--- config.mk ---
export PLATFORM = sky130hd
export DESIGN_NAME = venom_anim_ctrl_flat
export DESIGN_NICKNAME = d
export VERILOG_FILES = /design/src/rtl/venom_anim_ctrl_if.sv /design/src/rtl/venom_anim_ctrl.sv /design/src/flat_wrapper.sv
export SDC_FILE = /design/constraint.sdc
export NUM_CORES = 1
export LEC_CHECK = 0
export CORE_MARGIN = 2
export CORE_UTILIZATION = 40
export DETAILED_ROUTE_END_ITERATION = 16
export PLACE_DENSITY = 0.71
export SYNTH_ARGS = -nofsm -noshare
export SYNTH_HDL_FRONTEND = slang
export SYNTH_SLANG_ARGS = --single-unit
--- constraint.sdc ---
create_clock -name vga_clk -period 21.4 [get_ports vga_clk]
set_clock_uncertainty 0.2 [all_clocks]
set_input_delay 4.28 -clock vga_clk [delete_from_list [all_inputs] [get_ports vga_clk]]
set_output_delay 4.28 -clock vga_clk [all_outputs]
set_load 0.01 [all_outputs]
--- src/rtl/venom_anim_ctrl_if.sv ---
// Game-logic and pixel-pipeline signal bundle for venom_anim_ctrl.
// master: gameplay/video side driving launch and scan position.
// slave : the animation controller.
interface venom_anim_ctrl_if;
    logic        fire;
    logic [9:0]  fire_x;
    logic [9:0]  fire_y;
    logic        stop;
    logic [9:0]  DrawX;
    logic [9:0]  DrawY;
    logic        busy;
    logic        done;
    logic [2:0]  frame_idx;
    logic        sprite_on;
    logic [12:0] rom_address;

    modport master (
        output fire, fire_x, fire_y, stop, DrawX, DrawY,
        input  busy, done, frame_idx, sprite_on, rom_address
    );

    modport slave (
        input  fire, fire_x, fire_y, stop, DrawX, DrawY,
        output busy, done, frame_idx, sprite_on, rom_address
    );
endinterface

--- src/rtl/venom_anim_ctrl.sv ---
// Venom projectile animation sequencer and sprite ROM address generator.
// Launches at a screen position, steps through NUM_FRAMES frames stacked
// vertically in the sheet (one per TICKS_PER_FRAME video frames), and
// produces a registered sprite_on / rom_address for the current pixel.
// Optional: define VENOM_ANIM_LOOP_EN to loop the animation until stop.
module venom_anim_ctrl #(
    parameter int unsigned FRAME_W         = 30,
    parameter int unsigned FRAME_H         = 30,
    parameter int unsigned NUM_FRAMES      = 7,
    parameter int unsigned TICKS_PER_FRAME = 4
) (
    input  logic              vga_clk,
    input  logic              reset_n,
    input  logic              frame_tick,
    venom_anim_ctrl_if.slave  bus
);

    localparam int unsigned TICK_W = (TICKS_PER_FRAME > 1) ? $clog2(TICKS_PER_FRAME) : 1;

    typedef enum logic [1:0] {
        ST_IDLE = 2'd0,
        ST_PLAY = 2'd1,
        ST_DONE = 2'd2
    } state_t;

    state_t              r_state;
    state_t              w_state_next;
    logic [2:0]          r_frame_idx;
    logic [2:0]          w_frame_next;
    logic [TICK_W-1:0]   r_tick_cnt;
    logic [TICK_W-1:0]   w_tick_next;
    logic                w_latch_pos;
    logic                w_stop;
    logic [9:0]          r_pos_x;
    logic [9:0]          r_pos_y;
    logic                r_busy;
    logic                r_done;
    logic                r_sprite_on;
    logic [12:0]         r_rom_address;

    logic [10:0]         w_x11;
    logic [10:0]         w_y11;
    logic [10:0]         w_px11;
    logic [10:0]         w_py11;
    logic [10:0]         w_dx;
    logic [10:0]         w_dy;
    logic                w_on;
    logic [12:0]         w_addr;

`ifdef VENOM_ANIM_LOOP_EN
    assign w_stop = bus.stop;
`else
    assign w_stop = 1'b0;
`endif

    // State register
    always_ff @(posedge vga_clk) begin
        if (!reset_n) r_state <= ST_IDLE;
        else          r_state <= w_state_next;
    end

    // Next-state, frame/tick sequencing and position latch enable
    always_comb begin
        w_state_next = r_state;
        w_frame_next = r_frame_idx;
        w_tick_next  = r_tick_cnt;
        w_latch_pos  = 1'b0;
        unique case (r_state)
            ST_IDLE: begin
                w_frame_next = '0;
                w_tick_next  = '0;
                if (bus.fire) begin
                    w_latch_pos  = 1'b1;
                    w_state_next = ST_PLAY;
                end
            end
            ST_PLAY: begin
                if (w_stop) begin
                    w_state_next = ST_DONE;
                end else if (frame_tick) begin
                    if (r_tick_cnt == TICK_W'(TICKS_PER_FRAME - 1)) begin
                        w_tick_next = '0;
                        if (r_frame_idx < 3'(NUM_FRAMES - 1)) begin
                            w_frame_next = r_frame_idx + 3'd1;
                        end else begin
`ifdef VENOM_ANIM_LOOP_EN
                            w_frame_next = '0;
`else
                            w_state_next = ST_DONE;
`endif
                        end
                    end else begin
                        w_tick_next = r_tick_cnt + TICK_W'(1);
                    end
                end
            end
            ST_DONE: begin
                w_state_next = ST_IDLE;
                w_frame_next = '0;
                w_tick_next  = '0;
            end
            default: begin
                w_state_next = ST_IDLE;
            end
        endcase
    end

    // Sprite box test and address, 11-bit so boxes past the screen edge do not wrap
    assign w_x11  = {1'b0, bus.DrawX};
    assign w_y11  = {1'b0, bus.DrawY};
    assign w_px11 = {1'b0, r_pos_x};
    assign w_py11 = {1'b0, r_pos_y};
    assign w_dx   = w_x11 - w_px11;
    assign w_dy   = w_y11 - w_py11;
    assign w_on   = (r_state == ST_PLAY)
                 && (w_x11 >= w_px11) && (w_x11 < w_px11 + 11'(FRAME_W))
                 && (w_y11 >= w_py11) && (w_y11 < w_py11 + 11'(FRAME_H));
    assign w_addr = 13'(w_dy) * 13'(FRAME_W) + 13'(w_dx)
                  + 13'(r_frame_idx) * 13'(FRAME_W * FRAME_H);

    // Datapath and registered outputs
    always_ff @(posedge vga_clk) begin
        if (!reset_n) begin
            r_frame_idx   <= '0;
            r_tick_cnt    <= '0;
            r_pos_x       <= '0;
            r_pos_y       <= '0;
            r_busy        <= 1'b0;
            r_done        <= 1'b0;
            r_sprite_on   <= 1'b0;
            r_rom_address <= '0;
        end else begin
            r_frame_idx   <= w_frame_next;
            r_tick_cnt    <= w_tick_next;
            if (w_latch_pos) begin
                r_pos_x <= bus.fire_x;
                r_pos_y <= bus.fire_y;
            end
            r_busy        <= (w_state_next == ST_PLAY);
            r_done        <= (w_state_next == ST_DONE);
            r_sprite_on   <= w_on;
            r_rom_address <= w_on ? w_addr : 13'd0;
        end
    end

    assign bus.busy        = r_busy;
    assign bus.done        = r_done;
    assign bus.frame_idx   = r_frame_idx;
    assign bus.sprite_on   = r_sprite_on;
    assign bus.rom_address = r_rom_address;

endmodule
--- src/flat_wrapper.sv ---
// flat-port wrapper written by rule: the top's interface ports become plain ports
module venom_anim_ctrl_flat 
#(
    parameter int unsigned FRAME_W         = 30,
    parameter int unsigned FRAME_H         = 30,
    parameter int unsigned NUM_FRAMES      = 7,
    parameter int unsigned TICKS_PER_FRAME = 4
)
  (vga_clk, reset_n, frame_tick, bus_fire, bus_fire_x, bus_fire_y, bus_stop, bus_DrawX, bus_DrawY, bus_busy, bus_done, bus_frame_idx, bus_sprite_on, bus_rom_address);
  venom_anim_ctrl_if bus_i ();
  input  logic vga_clk;
  input  logic reset_n;
  input  logic frame_tick;
  input wire logic [$bits(bus_i.fire)-1:0] bus_fire;
  input wire logic [$bits(bus_i.fire_x)-1:0] bus_fire_x;
  input wire logic [$bits(bus_i.fire_y)-1:0] bus_fire_y;
  input wire logic [$bits(bus_i.stop)-1:0] bus_stop;
  input wire logic [$bits(bus_i.DrawX)-1:0] bus_DrawX;
  input wire logic [$bits(bus_i.DrawY)-1:0] bus_DrawY;
  output wire logic [$bits(bus_i.busy)-1:0] bus_busy;
  output wire logic [$bits(bus_i.done)-1:0] bus_done;
  output wire logic [$bits(bus_i.frame_idx)-1:0] bus_frame_idx;
  output wire logic [$bits(bus_i.sprite_on)-1:0] bus_sprite_on;
  output wire logic [$bits(bus_i.rom_address)-1:0] bus_rom_address;
  assign bus_i.fire = bus_fire;
  assign bus_i.fire_x = bus_fire_x;
  assign bus_i.fire_y = bus_fire_y;
  assign bus_i.stop = bus_stop;
  assign bus_i.DrawX = bus_DrawX;
  assign bus_i.DrawY = bus_DrawY;
  assign bus_busy = bus_i.busy;
  assign bus_done = bus_i.done;
  assign bus_frame_idx = bus_i.frame_idx;
  assign bus_sprite_on = bus_i.sprite_on;
  assign bus_rom_address = bus_i.rom_address;
  venom_anim_ctrl #(.FRAME_W(FRAME_W), .FRAME_H(FRAME_H), .NUM_FRAMES(NUM_FRAMES), .TICKS_PER_FRAME(TICKS_PER_FRAME)) u_core (.vga_clk(vga_clk), .reset_n(reset_n), .frame_tick(frame_tick), .bus(bus_i));
endmodule
**Yosys cells after proc, flatten, opt, wreduce, memory -nomap -nowiden**

Index checks and enable logic that the tools add are counted.

- Output and inout bits: 19
- Input bits: 45
- Logic and storage cells: 56
- Register bits: 43

- Reductions and logical operators: 10
- Magnitude comparators: 5
- Equality and inequality tests: 8
- Multiply operators: 2
- Multiplexer cells: 14
- Add/sub/neg operators: 8

Operators with widths:

| cell | number |
|---|---|
| $add A10 B5 Y11 const B | 2 |
| $lt A10 B11 Y1 | 2 |
| $sub A10 B10 Y11 | 2 |
| $ge A10 B10 Y1 | 2 |
| $add A13 B11 Y13 | 1 |
| $add A13 B13 Y13 | 1 |
| $mul A11 B4 Y12 const B | 1 |
| $mux W2 | 6 |
| $mul A3 B8 Y11 const B | 1 |
| $mux W3 | 3 |
| $pmux W2 S2 | 2 |
| $eq A2 B2 Y1 const B | 3 |
| $pmux W3 S2 | 1 |
| $eq A2 B1 Y1 const B | 2 |
| $logic_and A1 B1 Y1 | 4 |
| $ne A2 B1 Y1 const B | 2 |
| $reduce_and A2 Y1 | 2 |
| $reduce_and A4 Y1 | 1 |
| $add A3 B1 Y3 const B | 1 |
| $lt A3 B3 Y1 const B | 1 |
| $add A2 B1 Y2 const B | 1 |
| $logic_not A2 Y1 | 1 |
| $mux W1 | 2 |
| $ne A2 B2 Y1 const B | 1 |
| 2 further kinds | 2 |

**Depth between registers and ports, before layout**

- Word-level depth: 6
- Gate-level depth with buffers: 28
- Gate-level depth less buffers: 28

**Least setup slack after synthesis**

OpenSTA, ideal clock, no wires.

- Path type: in2reg
- Start: input bus_DrawY[0]
- End: register u_core.r_rom_address[12], in the netlist u_core.bus.rom_address[12]
- Data required time: 21.084 ns
- Path buffers: 0
- Setup time: 0.116 ns
- Stages on the path: 27
- Arrival: 9.377 ns
- Slack: 11.707 ns
- Path through: inv_1 -> ha_1 -> inv_1 -> fa_1 -> xnor2_1 -> inv_1 -> ha_1 -> xnor2_1 -> fa_1 -> inv_1 -> ha_1 -> nor2b_1 -> o21ai_0 -> nand2b_1 -> a21o_1 -> a21o_1 -> a21o_1 -> a21oi_1 -> xnor2_1 -> ha_1 -> xnor2_1 -> xnor2_1 -> xnor2_1 -> xnor3_1 -> xor2_1 -> xnor3_1 -> nor2b_1

- Longest elaborated chain between the ends: 4
- Elaborated cells between the ends (all ways): 9
- Those cells by class: add/sub: 3; mul: 1; order compare: 2; reduce/logical: 3

Ends and longest elaborated chain:

| element | line | RTL |
|---|---|---|
| from (decl) | flat_wrapper.sv:19 | `input wire logic [$bits(bus_i.DrawY)-1:0] bus_DrawY;` |
| $sub A10 B10 Y11 or $ge A10 B10 Y1 (tied branches) | venom_anim_ctrl.sv:114, venom_anim_ctrl.sv:117 |  |
| $mul A11 B4 Y12 or $logic_and A1 B1 Y1 (tied branches) | venom_anim_ctrl.sv:118, venom_anim_ctrl.sv:117 |  |
| $add A13 B11 Y13 or $logic_and A1 B1 Y1 (tied branches) | venom_anim_ctrl.sv:118, venom_anim_ctrl.sv:117 |  |
| $add A13 B13 Y13 or $reduce_and A2 Y1 (tied branches) | n/a |  |
| to (signal assigned) | venom_anim_ctrl.sv:142 | `r_rom_address <= w_on ? w_addr : 13'd0;` |
| to (decl) | venom_anim_ctrl.sv:39 | `logic [12:0] r_rom_address;` |

Several ways; a longest one is shown, not always the timed one.
A chain may end at the register's enable or synchronous reset.

**Worst setup path in the final report**

Ends and elaborated chain as after synthesis.

==> impl_metrics.env <==
export IMPL_hold_buffers=0
export IMPL_dieArea_um2=12700
export IMPL_diodes=0
export IMPL_status="complete, no violations"
export IMPL_synthCells=554
export IMPL_cp_end_kind="flop"
export IMPL_drc=0
export IMPL_r2r_slack_ns=15.11
export IMPL_rsz0062_at_grt="false"
export IMPL_whs_path_depth=2
export IMPL_start_util_pct=41.1
export IMPL_hpwl_mm=8.42
export IMPL_drive_gt1_share_pct=4.08
export IMPL_drt_iter0_drc=96
export IMPL_hold_viol=0
export IMPL_coreArea_um2=11500
export IMPL_fin_crit_sh_pct=48.8
export IMPL_die_w_um=112
export IMPL_critPathMaxFanout=6
export IMPL_grt_total_usage_pct=16.2
export IMPL_clock_latency_ns=0.29
export IMPL_vdd_ir_drop_max_mv=0.164
export IMPL_ys_seq_area_share_pct=18.3
export IMPL_tns_ns=0
export IMPL_drv_cap=0
export IMPL_critPathTopFamily="XOR/XNOR gates"
export IMPL_areaGrowthSynthToFinish_pct=18.8
export IMPL_grt_pass1_wl_mm=17.0
export IMPL_dp_cells=749
export IMPL_async_flop_share_pct=0
export IMPL_antenna_found_initial=0
export IMPL_numPortBuffers=62
export IMPL_p_per_area_nw_per_um2=172
export IMPL_place_gp_congestion=0.876
export IMPL_clk_path_buf_depth=2
export IMPL_layoutNonFillerInstCount=756
export IMPL_netlist_area_leader_share_pct=19.4
export IMPL_cts_setup_buffers=0
export IMPL_cts_sinks=43
export IMPL_syn_area_um2=4710
export IMPL_ios=64
export IMPL_worstHoldPathType="reg -> reg"
export IMPL_ys_ff_latch=43
export IMPL_synth_edf_count=0
export IMPL_std_cell_rows=39
export IMPL_vias=3759
export IMPL_synth_ff_type="dfxtp_1"
export IMPL_netlist_top_cells_count="inv_1, ha_1, nand2_1"
export IMPL_crit_buf_inv=4
export IMPL_cpPeakStageDelay_ns=0.56
export IMPL_synth_area_leaders="ha_1, dfxtp_1, fa_1"
export IMPL_wl_mm=9.84
export IMPL_max_slew_margin_pct=39.0
export IMPL_nNetsFinal=756
export IMPL_ys_types=56
export IMPL_max_freq_mhz=95.8
export IMPL_path_depth=28
export IMPL_dr_pass1_iters=4
export IMPL_crit_arrival_ns=10.37
export IMPL_slew_violations=0
export IMPL_synth_most_common_cell="inv_1"
export IMPL_period_needed_ns=10.43
export IMPL_cts_tree="yes"
export IMPL_ctsResizeCount=0
export IMPL_yosysTopAreaCell="ha_1"
export IMPL_crit_path_top_delay_cell="xnor2_1"
export IMPL_ant_nets=0
export IMPL_ctsRootBufferMaster="clkbuf_16"
export IMPL_crit_path_frequent_cell="xnor2_1"
export IMPL_gr_total_overflow=0
export IMPL_crit_type="in -> reg"
export IMPL_tritoncts_num_buffers=5
export IMPL_tightest_slew_ns=0.915
export IMPL_critical_path_required_ns=21.34
export IMPL_avgViaCountPerCell=4.97
export IMPL_die_h_um=112
export IMPL_startpoint_type="input port"
export IMPL_setup_viol=0
export IMPL_htree_levels=2
export IMPL_avgSynthCellArea_um2=8.50
export IMPL_synth_fp_nets=697
export IMPL_post_drt_wl_per_cell_um=13.0
export IMPL_p_leak_nw=2.42
export IMPL_yosysWarnings=0
export IMPL_grt_pass1_vias=3825
export IMPL_clk_pin_slew_ns=0.06
export IMPL_grt_max_degree=26
export IMPL_r2r_cells=26
## final cells by class
class / instances / area [µm²]
inverter: 76 / 285
fill: 1064 / 5870
tap: 143 / 179
timing repair buffer: 62 / 621
sequential: 43 / 861
multi-input combinational: 425 / 3500
clock inverter: 1 / 5.00
clock buffer: 6 / 139
## layout by cell type (no fill, tap or decap), drive strengths merged, types with 7 or more instances in the layout
cell type	netlist	layout
inv	76	76
ha	73	73
clkdlybuf4s50	0	62
nand2	59	59
xnor2	44	44
dfxtp	43	43
nor2	36	36
a21oi	34	34
fa	25	25
a21boi	21	21
o21ai	15	15
nor3	14	14
a21o	11	11
xor2	10	10
o21a	9	9
nand4	9	9
nand3	7	7
nor2b	7	7
## stage by stage
stage	total power, W	utilization (%)	setup slack [ns]	hold WS (ns)	area, µm²
2_1_floorplan	0.000761	-	11.71	0.247	4710
3_3_place_gp	0.000870	47.5	10.78	0.265	5450
3_5_place_dp	0.000889	47.5	10.70	0.275	5450
4_1_cts	0.000971	48.8	10.96	0.283	5590
5_1_grt	0.00108	48.8	10.48	0.315	5590
6_report	0.000961	48.8	10.97	0.277	5590
## per-layer routing
metal  global-route usage [%]  vias to the layer above  routed length [µm]
met2                     27.9                       55                4710
met5                        0                        -                   0
met1                     21.1                     1702                4660
met4                     4.39                        0                 153
li1                         -                     1991                   -
met3                     2.38                       11                 320
## where the power goes
group | internal [W] | total, W | switching [W] | leakage, nW
registers | 0.0000842 | 0.0000874 | 0.00000318 | 0.350
clock network | 0.0000455 | 0.0000751 | 0.0000296 | 0.0727
logic | 0.000369 | 0.000799 | 0.000430 | 2.00
total | 0.000499 | 0.000961 | 0.000463 | 2.42
## flip-flops by register name (all words and copies together) (netlist names)
| signal | cells |
|---|---|
| u_core.bus.frame_idx | 3 |
| u_core.r_state | 2 |
| u_core.r_pos_y | 10 |
| u_core.r_pos_x | 10 |
| u_core.bus.done | 1 |
| u_core.r_tick_cnt | 2 |
| u_core.bus.busy | 1 |
| u_core.bus.sprite_on | 1 |
| u_core.bus.rom_address | 13 |
## logic make-up (layout without fill, tap and decap cells)
group | Yosys count | count (layout) | synth area share, %
muxes | 2 | 2 | 0.425
DFF | 43 | 43 | 18.3
xor gates and xnor gates | 56 | 56 | 11.0
buffers and inverters | 86 | 145 | 7.31
and+or+nand+nor | 152 | 152 | 15.9
adders and majority gates | 100 | 100 | 30.5
AOI/OAI and AO/OA | 115 | 115 | 16.7
## final timing paths
| kind | from | end |
|---|---|---|
| worst max-delay path | bus_DrawY[0] | u_core.bus.rom_address[12] |
| worst min-delay path | u_core.r_pos_y[0] | u_core.r_pos_y[0] |
| worst max register to register | u_core.r_pos_y[0] | u_core.bus.rom_address[12] |
| worst min register to register | u_core.r_pos_y[0] | u_core.r_pos_y[0] |
## worst register-to-register path, stage by stage (launching register included)
cell and delay (ns):
dfxtp_1 0.33, ha_1 0.17, inv_1 0.07, fa_1 0.41, a21oi_1 0.25, o21bai_1 0.11, xnor2_1 0.56, xnor2_1 0.23
xnor2_1 0.19, fa_1 0.52, inv_1 0.04, ha_1 0.34, o21ai_0 0.10, nand2b_1 0.10, a21o_1 0.19, a21o_1 0.20
a21o_1 0.18, a21oi_1 0.16, xnor2_1 0.15, ha_1 0.23, xnor2_1 0.15, xnor2_1 0.17, xnor2_1 0.15, xnor3_1 0.26
xor2_1 0.18, xnor3_1 0.39, nor2b_1 0.13
No activity file was read; power rests on OpenSTA's default activity.
